$ cat config.mk
export PLATFORM = sky130hd
export DESIGN_NAME = ps2_key_tracker
export DESIGN_NICKNAME = d
export VERILOG_FILES = /design/src/rtl/ps2_key_tracker.sv
export SDC_FILE = /design/constraint.sdc
export NUM_CORES = 1
export LEC_CHECK = 0
export BUFFER_PORTS_ARGS = -buffer_cell sky130_fd_sc_hd__buf_2
export CELL_PAD_IN_SITES_DETAIL_PLACEMENT = 1
export CELL_PAD_IN_SITES_GLOBAL_PLACEMENT = 1
export CORE_MARGIN = 2
export CORE_UTILIZATION = 39
export CTS_CLUSTER_DIAMETER = 50
export DETAILED_ROUTE_END_ITERATION = 8
export GPL_TIMING_DRIVEN = 1
export PLACE_DENSITY_LB_ADDON = 0.1
export SLEW_MARGIN = 10
export SYNTH_ARGS = -nofsm -noshare
export SYNTH_HDL_FRONTEND = slang
export SYNTH_SLANG_ARGS = --single-unit
$ cat constraint.sdc
create_clock -name clock -period 3.45 [get_ports clock]
set_clock_uncertainty 0.2 [all_clocks]
set_input_delay 0.345 -clock clock [delete_from_list [all_inputs] [get_ports clock]]
set_output_delay 0.345 -clock clock [all_outputs]
set_load 0.01 [all_outputs]
$ cat src/rtl/ps2_key_tracker.sv
`default_nettype none
`timescale 1ns/1ps
// +--------------------------------------------------------------------------+
// | Module   : ps2_key_tracker                                               |
// | Purpose  : Set-2 scan decoder with held-key bitmap and key event queue.  |
// |            Define PS2_KEY_FIFO_EN for a FIFO_DEPTH-entry event FIFO;     |
// |            otherwise a single-entry holding register is built.           |
// | Revision : 1.0  initial release                                          |
// +--------------------------------------------------------------------------+
module ps2_key_tracker #(
   parameter int FIFO_DEPTH = 8
) (
   input  logic       clock,
   input  logic       resetn,
   input  logic       key_valid,
   input  logic [7:0] key_data,
   input  logic       pop,
   input  logic       clr_ovf,
   output logic [7:0] held_keys,
   output logic [9:0] event_data,
   output logic       event_valid,
   output logic [4:0] event_count,
   output logic       overflow
);

   localparam logic [1:0] S_IDLE    = 2'd0;
   localparam logic [1:0] S_EXT     = 2'd1;
   localparam logic [1:0] S_BRK     = 2'd2;
   localparam logic [1:0] S_EXT_BRK = 2'd3;

   logic [1:0] r_state, w_state_nxt;
   logic       w_push, w_brk, w_ext, w_is_prefix, w_is_ignored;
   logic [9:0] w_event;
   logic       w_do_pop, w_ovf_set, w_valid_nxt;
   logic [9:0] w_head_nxt;
   logic [4:0] w_count_nxt;
   logic [7:0] r_held, r_count_unused_guard;
   logic [9:0] r_event_data;
   logic       r_event_valid, r_overflow;
   logic [4:0] r_count;

   assign w_is_prefix  = (key_data == 8'hE0) || (key_data == 8'hF0);
   assign w_is_ignored = (key_data == 8'hAA) || (key_data == 8'hFA) || (key_data == 8'hEE) ||
                         (key_data == 8'hFC) || (key_data == 8'hFE) || (key_data == 8'h00);
   assign w_event      = {w_brk, w_ext, key_data};

   function automatic logic [7:0] key_mask(input logic ext, input logic [7:0] code);
      case ({ext, code})
         9'h01D:  key_mask = 8'h01;
         9'h01B:  key_mask = 8'h02;
         9'h175:  key_mask = 8'h04;
         9'h172:  key_mask = 8'h08;
         9'h029:  key_mask = 8'h10;
         9'h05A:  key_mask = 8'h20;
         9'h076:  key_mask = 8'h40;
         9'h04D:  key_mask = 8'h80;
         default: key_mask = 8'h00;
      endcase
   endfunction

   always_ff @(posedge clock or negedge resetn) begin
      if (!resetn) r_state <= S_IDLE;
      else         r_state <= w_state_nxt;
   end

   always_comb begin
      w_state_nxt = r_state;
      if (key_valid) begin
         case (r_state)
            S_IDLE: begin
               if (key_data == 8'hE0)      w_state_nxt = S_EXT;
               else if (key_data == 8'hF0) w_state_nxt = S_BRK;
            end
            S_EXT: begin
               if (key_data == 8'hF0)      w_state_nxt = S_EXT_BRK;
               else if (key_data != 8'hE0) w_state_nxt = S_IDLE;
            end
            default: begin
               if (!w_is_prefix)           w_state_nxt = S_IDLE;
            end
         endcase
      end
   end

   // Stray prefixes inside a sequence are absorbed without producing an event.
   always_comb begin
      w_push = 1'b0;
      w_brk  = 1'b0;
      w_ext  = 1'b0;
      if (key_valid) begin
         case (r_state)
            S_IDLE:    w_push = !w_is_prefix && !w_is_ignored;
            S_EXT:     begin w_push = !w_is_prefix; w_ext = 1'b1; end
            S_BRK:     begin w_push = !w_is_prefix; w_brk = 1'b1; end
            default:   begin w_push = !w_is_prefix; w_brk = 1'b1; w_ext = 1'b1; end
         endcase
      end
   end

`ifdef PS2_KEY_FIFO_EN
   localparam int         c_ptr_w = (FIFO_DEPTH > 1) ? $clog2(FIFO_DEPTH) : 1;
   localparam logic [4:0] c_depth = 5'(FIFO_DEPTH);

   logic [9:0]         r_mem [FIFO_DEPTH];
   logic [c_ptr_w-1:0] r_wr_ptr, r_rd_ptr, w_rd_inc;
   logic               w_full, w_do_push;

   assign w_rd_inc = r_rd_ptr + c_ptr_w'(1);

   always_comb begin
      w_do_pop    = pop && (r_count != 5'd0);
      w_full      = (r_count == c_depth);
      w_do_push   = w_push && (!w_full || w_do_pop);
      w_ovf_set   = w_push && w_full && !w_do_pop;
      w_count_nxt = r_count + {4'b0, w_do_push} - {4'b0, w_do_pop};
      w_valid_nxt = (w_count_nxt != 5'd0);
      // The registered head must track whichever entry becomes oldest.
      if (!w_valid_nxt)         w_head_nxt = 10'd0;
      else if (w_do_pop)        w_head_nxt = (r_count == 5'd1) ? w_event : r_mem[w_rd_inc];
      else if (r_count == 5'd0) w_head_nxt = w_event;
      else                      w_head_nxt = r_event_data;
   end

   always_ff @(posedge clock) begin
      if (w_do_push) r_mem[r_wr_ptr] <= w_event;
   end

   always_ff @(posedge clock or negedge resetn) begin
      if (!resetn) begin
         r_wr_ptr <= '0;
         r_rd_ptr <= '0;
      end else begin
         if (w_do_push) r_wr_ptr <= r_wr_ptr + c_ptr_w'(1);
         if (w_do_pop)  r_rd_ptr <= w_rd_inc;
      end
   end
`else
   // Single holding register: a newer event replaces an unread one.
   always_comb begin
      w_do_pop  = pop && r_event_valid;
      w_ovf_set = w_push && r_event_valid && !pop;
      if (w_push) begin
         w_head_nxt  = w_event;
         w_valid_nxt = 1'b1;
      end else if (w_do_pop) begin
         w_head_nxt  = 10'd0;
         w_valid_nxt = 1'b0;
      end else begin
         w_head_nxt  = r_event_data;
         w_valid_nxt = r_event_valid;
      end
      w_count_nxt = {4'b0, w_valid_nxt};
   end
`endif

   always_ff @(posedge clock or negedge resetn) begin
      if (!resetn) begin
         r_event_data  <= 10'd0;
         r_event_valid <= 1'b0;
         r_count       <= 5'd0;
         r_overflow    <= 1'b0;
         r_held        <= 8'h00;
      end else begin
         r_event_data  <= w_head_nxt;
         r_event_valid <= w_valid_nxt;
         r_count       <= w_count_nxt;
         if (w_ovf_set)    r_overflow <= 1'b1;
         else if (clr_ovf) r_overflow <= 1'b0;
         if (w_push) begin
            if (w_brk) r_held <= r_held & ~key_mask(w_ext, key_data);
            else       r_held <= r_held |  key_mask(w_ext, key_data);
         end
      end
   end

   assign r_count_unused_guard = 8'h00;
   assign held_keys   = r_held | r_count_unused_guard;
   assign event_data  = r_event_data;
   assign event_valid = r_event_valid;
   assign event_count = r_count;
   assign overflow    = r_overflow;

endmodule
`default_nettype wire

==> results.rst, run 1 <==
.. list-table::
   :header-rows: 1

   * - Metric
     - Value
   * - Core Footprint
     - roughly 0.0030 sq mm
   * - Pin count of the biggest net entering global routing
     - 23
   * - Slowest cell on the critical path
     - a31oi_1
   * - Die Y
     - 59.3 um
   * - Most common cell after layout, fill and taps aside
     - buf_2
   * - Headroom to the max-slew limit
     - 0.387
   * - Filler Cells Inserted
     - about 380
   * - Post-synthesis sequential area ratio
     - 0.461
   * - Grt ovf
     - 0
   * - DRT iter0 DRCs
     - 25
   * - Worst path cell trace
     - nor4b_1 -> a31oi_1 -> nand2_1 -> a31o_2
   * - Antenna viol nets, final
     - 0
   * - Clock insertion delay at the later pin of the skew report
     - roughly 0.3 ns
   * - Ratio of routed vias to standard cells
     - 5.32
   * - Slew of the pin with the lowest slew margin
     - between 0.9 and 1 ns
   * - Total clock buffers created by CTS
     - 3
   * - Cell types occupying the most area after synthesis
     - dfrtp_1 (46%), mux2i_1 (10%), inv_1 (4.1%)
   * - Post-route worst hold slack
     - between 0.02 and 0.03 ns
   * - Post-DP HPWL
     - roughly 2.1 mm
   * - CP endpoint kind
     - register
   * - Class of the most critical setup path
     - reg -> reg
   * - Worst flop-to-flop path startpoint
     - r_state[1]
   * - Post-layout net count
     - about 170
   * - Total number of clock tree sinks
     - 22
   * - Synthesis-to-finish area growth
     - 14.6%
   * - Worst slack, placed
     - roughly 0.74 ns
   * - Width of the chip
     - slightly below 60 um
   * - Initial antenna violation count
     - 0
   * - Fin. max-slew vios
     - 0
   * - Netlist cell types
     - 34
   * - Worst vdd ir
     - ~0.14 mV
   * - Crit path time final
     - ~2.7 ns
   * - Ant. Diodes
     - 0
   * - Total Power Consumption
     - approximately 490 uW
   * - Core utilization of the finished layout
     - 0.459
   * - Reg-to-reg slack, setup
     - 0.77 ns
   * - WHS Path Cells
     - 2
   * - Clock H-tree levels
     - 1
   * - DRC
     - 0
   * - Setup violations, final
     - 0
   * - Via count of the first global-routing pass
     - 1006
   * - Quantity of gates resized following cts
     - 0
   * - Instance count of the mapped netlist
     - roughly 130
   * - Clock transition at the register clock pins on the worst setup and hold paths after CTS
     - around 0.12 ns
   * - Syn Area/Cell
     - between 9 and 10 sq um
   * - Worst endpoint required time
     - roughly 3.5 ns
   * - Detailed Route WL
     - 2.77 mm
   * - Cells on worst reg2reg path
     - 4
   * - Number of iterations in the first detailed-routing pass
     - 4
   * - Part of the cycle the worst path needs
     - 0.776
   * - Final critical-path setup slack
     - around 0.77 ns
   * - Largest driver fanout on the critical path
     - 13
   * - End of the worst register-to-register path
     - event_data[8]
   * - Largest stage delay on the critical path
     - about 0.72 ns
   * - Cell type with the largest total area after synthesis
     - dfrtp_1
   * - Category of cells accounting for the largest share of critical-path delay
     - compound AO/OA/AOI/OAI gates
   * - Hold Crit Start
     - clr_ovf
   * - Max Clock Freq
     - 374 MHz
   * - Crit start category
     - register
   * - Wire length of the first global-routing pass
     - 4.55 mm
   * - Effective utilization at floorplan
     - 0.401
   * - Yosys warning total
     - 0
   * - CTS Root Cell
     - clkbuf_4
   * - End of the worst hold path
     - overflow
   * - I/O pin total
     - 38
   * - Share of layout cells above drive strength 1
     - 0.268
   * - Setup Total Neg Slack
     - 0 ns
   * - Type of the most critical hold path
     - in -> reg
   * - Number of input and output port buffers inserted
     - 33
   * - Hold Violations, Final
     - 0
   * - Worst-case clock buffer depth
     - 2
   * - Commonest non-fill, non-tap cells in the layout
     - buf_2 (33), dfrtp_1 (22), inv_1 (13)
   * - Post-Synthesis Cell Area
     - ~0.0012 sq mm
   * - Max-capacitance violation count
     - 0
   * - Final GP Congestion
     - ~0.82
   * - Power density normalized to cell area
     - 358 mW/mm^2
   * - Critical path data arrival time
     - approximately 2.7 ns
   * - Area of the die
     - roughly 0.0035 sq mm
   * - Run status
     - finished, final reports clean
   * - Crit path buf inv count
     - 0
   * - Num rows
     - 20
   * - Reported leakage power
     - between 0.7 and 0.8 nW
   * - Detailed-route wire length per cell
     - roughly 15 um
   * - RSZ-0062 raised after global routing
     - false
   * - Total number of vias
     - 1011
   * - Yosys top cell area share
     - 0.461
   * - Post-synthesis sequential element count
     - 22
   * - GRT Util Overall
     - 0.173
   * - Clock tree from TritonCTS
     - built
-- cell families (layout without fill, tap and decap cells) --
logic type,after synthesis,after routing,share of synthesized area
AOI/OAI and AO/OA,15,15,0.0860
xor gates and xnor gates,1,1,0.00734
buffers and inverters,23,50,0.105
DFF,22,22,0.461
muxes,12,12,0.101
other,1,4,0.00314
and+or+nand+nor,53,53,0.237
-- cell type report --
cell class,instances,area (sq um),share of cell area
clock buffer,3,22.5,0.0165
inverter,13,48.8,0.0357
multi-input combinational,85,529,0.387
sequential,22,551,0.403
tap,33,41.3,0.0302
timing repair buffer,34,175,0.128
-- worst max-delay path by stage --
| stage | startpoint | end | slack [ns] | depth (start not counted) |
|---|---|---|---|---|
| after floorplan | key_data[4] | event_data[3] | 1.50 | 7 |
| after global placement | key_data[4] | event_data[8] | 0.81 | 6 |
| after detailed placement | key_data[1] | event_data[8] | 0.74 | 6 |
| after CTS | r_state[1] | event_data[8] | 0.75 | 4 |
| after global routing | r_state[1] | event_data[8] | 0.46 | 4 |
| final | r_state[1] | event_data[8] | 0.77 | 4 |
-- timing repair --
item | in CTS | in global routing
hold endpoints to repair | 22 | 0
setup buffers | 0 | 0
hold buffers | 1 | 0
-- cell usage after synthesis --
library cell  instances
buf_6                 2
nor3_1                3
mux2i_1              12
and3_1                3
nand4_1               4
or3_2                 1
o21ai_1               2
nor3_2                1
nor2_1               11
a31oi_1               1
or4_4                 1
nand2b_1              1
o22ai_1               1
nor4_1                2
nand3b_1              1
clkbuf_1              1
a21oi_1               4
a31o_2                2
nor4b_1               1
buf_4                 6
conb_1                1
buf_2                 1
inv_1                13
nor2b_1               2
xor2_1                1
nand3_1               7
or2b_1                1
a2111oi_0             1
and3_2                1
nand2_1              11
and2b_1               2
a21o_1                1
dfrtp_1              22
a31o_1                3
-- metal layers --
layer  vias up  part of all wire  track usage
met2        20              0.50        0.301
met5         -                 0            0
li1        487                 -            -
met4         0            0.0069       0.0584
met1       502              0.46        0.221
met3         2             0.036       0.0197
-- power breakdown --
group / switching [mW] / internal, mW
clock: 0.0734 / 0.0407
combinational: 0.0547 / 0.0358
sequential: 0.0118 / 0.274
total: 0.140 / 0.350
-- stage by stage --
step / std cells / instance area [sq um]
after floorplan: 130 / 1200
after global placement: 186 / 1340
after detailed placement: 186 / 1340
after CTS: 190 / 1370
after global routing: 190 / 1370
final: 190 / 1370
(Power assumes the default switching activity.)
==> run 2, diff against run 1 <==
--- a/config.mk
+++ b/config.mk
@@ -9,7 +9,7 @@
 export CELL_PAD_IN_SITES_DETAIL_PLACEMENT = 1
 export CELL_PAD_IN_SITES_GLOBAL_PLACEMENT = 1
 export CORE_MARGIN = 2
-export CORE_UTILIZATION = 39
+export CORE_UTILIZATION = 37
 export CTS_CLUSTER_DIAMETER = 50
 export DETAILED_ROUTE_END_ITERATION = 8
 export GPL_TIMING_DRIVEN = 1
==> constraint.sdc (replaced) <==
create_clock -name clock -period 2.5 [get_ports clock]
set_clock_uncertainty 0.2 [all_clocks]
set_input_delay 0.25 -clock clock [delete_from_list [all_inputs] [get_ports clock]]
set_output_delay 0.25 -clock clock [all_outputs]
set_load 0.01 [all_outputs]
==> results.rst, run 2 (synthesis results as in run 1) <==
.. list-table::
   :header-rows: 1

   * - Metric
     - Value
   * - Width of the chip
     - between 60 and 70 um
   * - Number of input and output port buffers inserted
     - 33
   * - DRT iter0 DRCs
     - 11
   * - Placed standard-cell area
     - about 0.0014 sq mm
   * - Part of the cycle the worst path needs
     - 0.855
   * - Clock transition at the register clock pins on the worst setup and hold paths after CTS
     - 0.11 ns
   * - Crit path time final
     - 2.14 ns
   * - Worst slack, placed
     - -0.0881 ns
   * - Worst vdd ir
     - approximately 0.19 mV
   * - Final cell count without fillers
     - approximately 200
   * - # Post-CTS Setup Buffers
     - 0
   * - Worst-case clock buffer depth
     - 2
   * - CTS Root Cell
     - clkbuf_4
   * - Grt ovf
     - 0
   * - Fin. max-slew vios
     - 0
   * - Max Clock Freq
     - about 470 MHz
   * - Setup violations, final
     - 0
   * - Class of the most critical setup path
     - reg -> reg
   * - Clock tree from TritonCTS
     - built
   * - Critical path data arrival time
     - 2.14 ns
   * - Commonest non-fill, non-tap cells in the layout
     - buf_2 (33), dfrtp_1 (22), inv_1 (13)
   * - GRT Util Overall
     - 0.180
   * - Final critical-path setup slack
     - between 0.3 and 0.4 ns
   * - RSZ-0062 raised after global routing
     - false
   * - Via count of the first global-routing pass
     - about 1000
   * - Type of the most critical hold path
     - in -> reg
   * - Post-layout net count
     - 174
   * - Number of iterations in the first detailed-routing pass
     - 4
   * - Reported leakage power
     - approximately 0.74 nW
   * - Total clock buffers created by CTS
     - 3
   * - Initial antenna violation count
     - 0
   * - Total number of vias
     - between 1000 and 1500
   * - Filler Cells Inserted
     - 387
   * - # placed instances
     - a little under 200
   * - Run status
     - finished, final reports clean
   * - Worst endpoint required time
     - ~2.5 ns
   * - Most common cell after layout, fill and taps aside
     - buf_2
   * - Final Cell Area
     - between 0.001 and 0.0015 sq mm
   * - Headroom to the max-slew limit
     - 0.503
   * - Ant. Diodes
     - 0
   * - Post-DP HPWL
     - approximately 2.3 mm
   * - Area of the die
     - 0.00370 sq mm
   * - CP endpoint kind
     - register
   * - Num rows
     - 20
   * - Final GP Congestion
     - about 0.8
   * - Hold Violations, Final
     - 0
   * - I/O pin total
     - 38
   * - Footprint of the multi-input gates
     - roughly 540 sq um
   * - Post-route worst hold slack
     - between 0.03 and 0.04 ns
   * - Power density normalized to cell area
     - between 400 and 500 mW/mm^2
   * - Detailed Route WL
     - 2.94 mm
   * - Synthesis-to-finish area growth
     - 17.7%
   * - Core Footprint
     - about 0.003 sq mm
   * - Detailed-route wire length per cell
     - between 10 and 15 um
   * - DRC
     - 0
   * - Max-capacitance violation count
     - 0
   * - Slew of the pin with the lowest slew margin
     - roughly 0.74 ns
   * - Pin count of the biggest net entering global routing
     - 23
   * - Antenna viol nets, final
     - 0
   * - Total number of clock tree sinks
     - 22
   * - Clock insertion delay at the later pin of the skew report
     - about 0.3 ns
   * - Die Y
     - about 61 um
   * - Clock H-tree levels
     - 1
   * - Ratio of routed vias to standard cells
     - 5.02
   * - Largest driver fanout on the critical path
     - 12
   * - Register area
     - about 550 sq um
   * - Wire length of the first global-routing pass
     - ~4.9 mm
   * - Crit start category
     - register
   * - Share of layout cells above drive strength 1
     - 0.277
   * - Effective utilization at floorplan
     - 0.391
   * - Total Power Consumption
     - roughly 680 uW
[run 2: layer usage]
layer  track usage  wire [um]  part of all wire
met2         0.327       1510              0.51
met1         0.219       1300              0.44
met3        0.0235        121             0.041
met5             0          0                 0
met4        0.0559         18            0.0061
[run 2: critical path: stages (launching register included)]
cell	delay, ns
dfrtp_1	0.38
buf_4	0.19
nor2_1	0.05
o21ai_1	0.40
nand2_1	0.46
a31o_2	0.35
[run 2: timing repair]
item | in CTS | in global routing
resized for setup | 0 | 1
hold endpoints to repair | 23 | 0
hold buffers | 2 | 0
setup endpoints to repair | 0 | 10
[run 2: per-stage QoR]
step | util | TNS [ns]
3_5_place_dp | 0.444 | -0.354
4_1_cts | 0.458 | 0
6_report | 0.460 | 0
2_1_floorplan | - | 0
3_3_place_gp | 0.444 | 0
5_1_grt | 0.460 | 0
[run 2: path summary, 6_finish.rpt]
path,to,slack (ns),cells after the start,start
min in group asynchronous,event_data[2],0.24,2,resetn
min reg2reg,event_data[7],0.31,1,event_data[7]
min,event_count[0],0.03,3,pop
max reg2reg,event_data[8],0.36,5,r_state[1]
max in group asynchronous,async pin,1.52,2,resetn
max,event_data[8],0.36,5,r_state[1]
[run 2: power by group]
part	internal, mW	total [mW]	switching, mW	leakage, nW
logic	0.0521	0.133	0.0813	0.483
registers	0.378	0.390	0.0125	0.247
clock network	0.0562	0.157	0.101	0.0138
[run 2: final cells by class]
class                           instances  area share
Clock buffer                            3      0.0160
Tap cell                               44      0.0392
Multi-Input combinational cell         85       0.381
Inverter                               13      0.0347
Sequential cell                        22       0.392
Timing Repair Buffer                   36       0.137
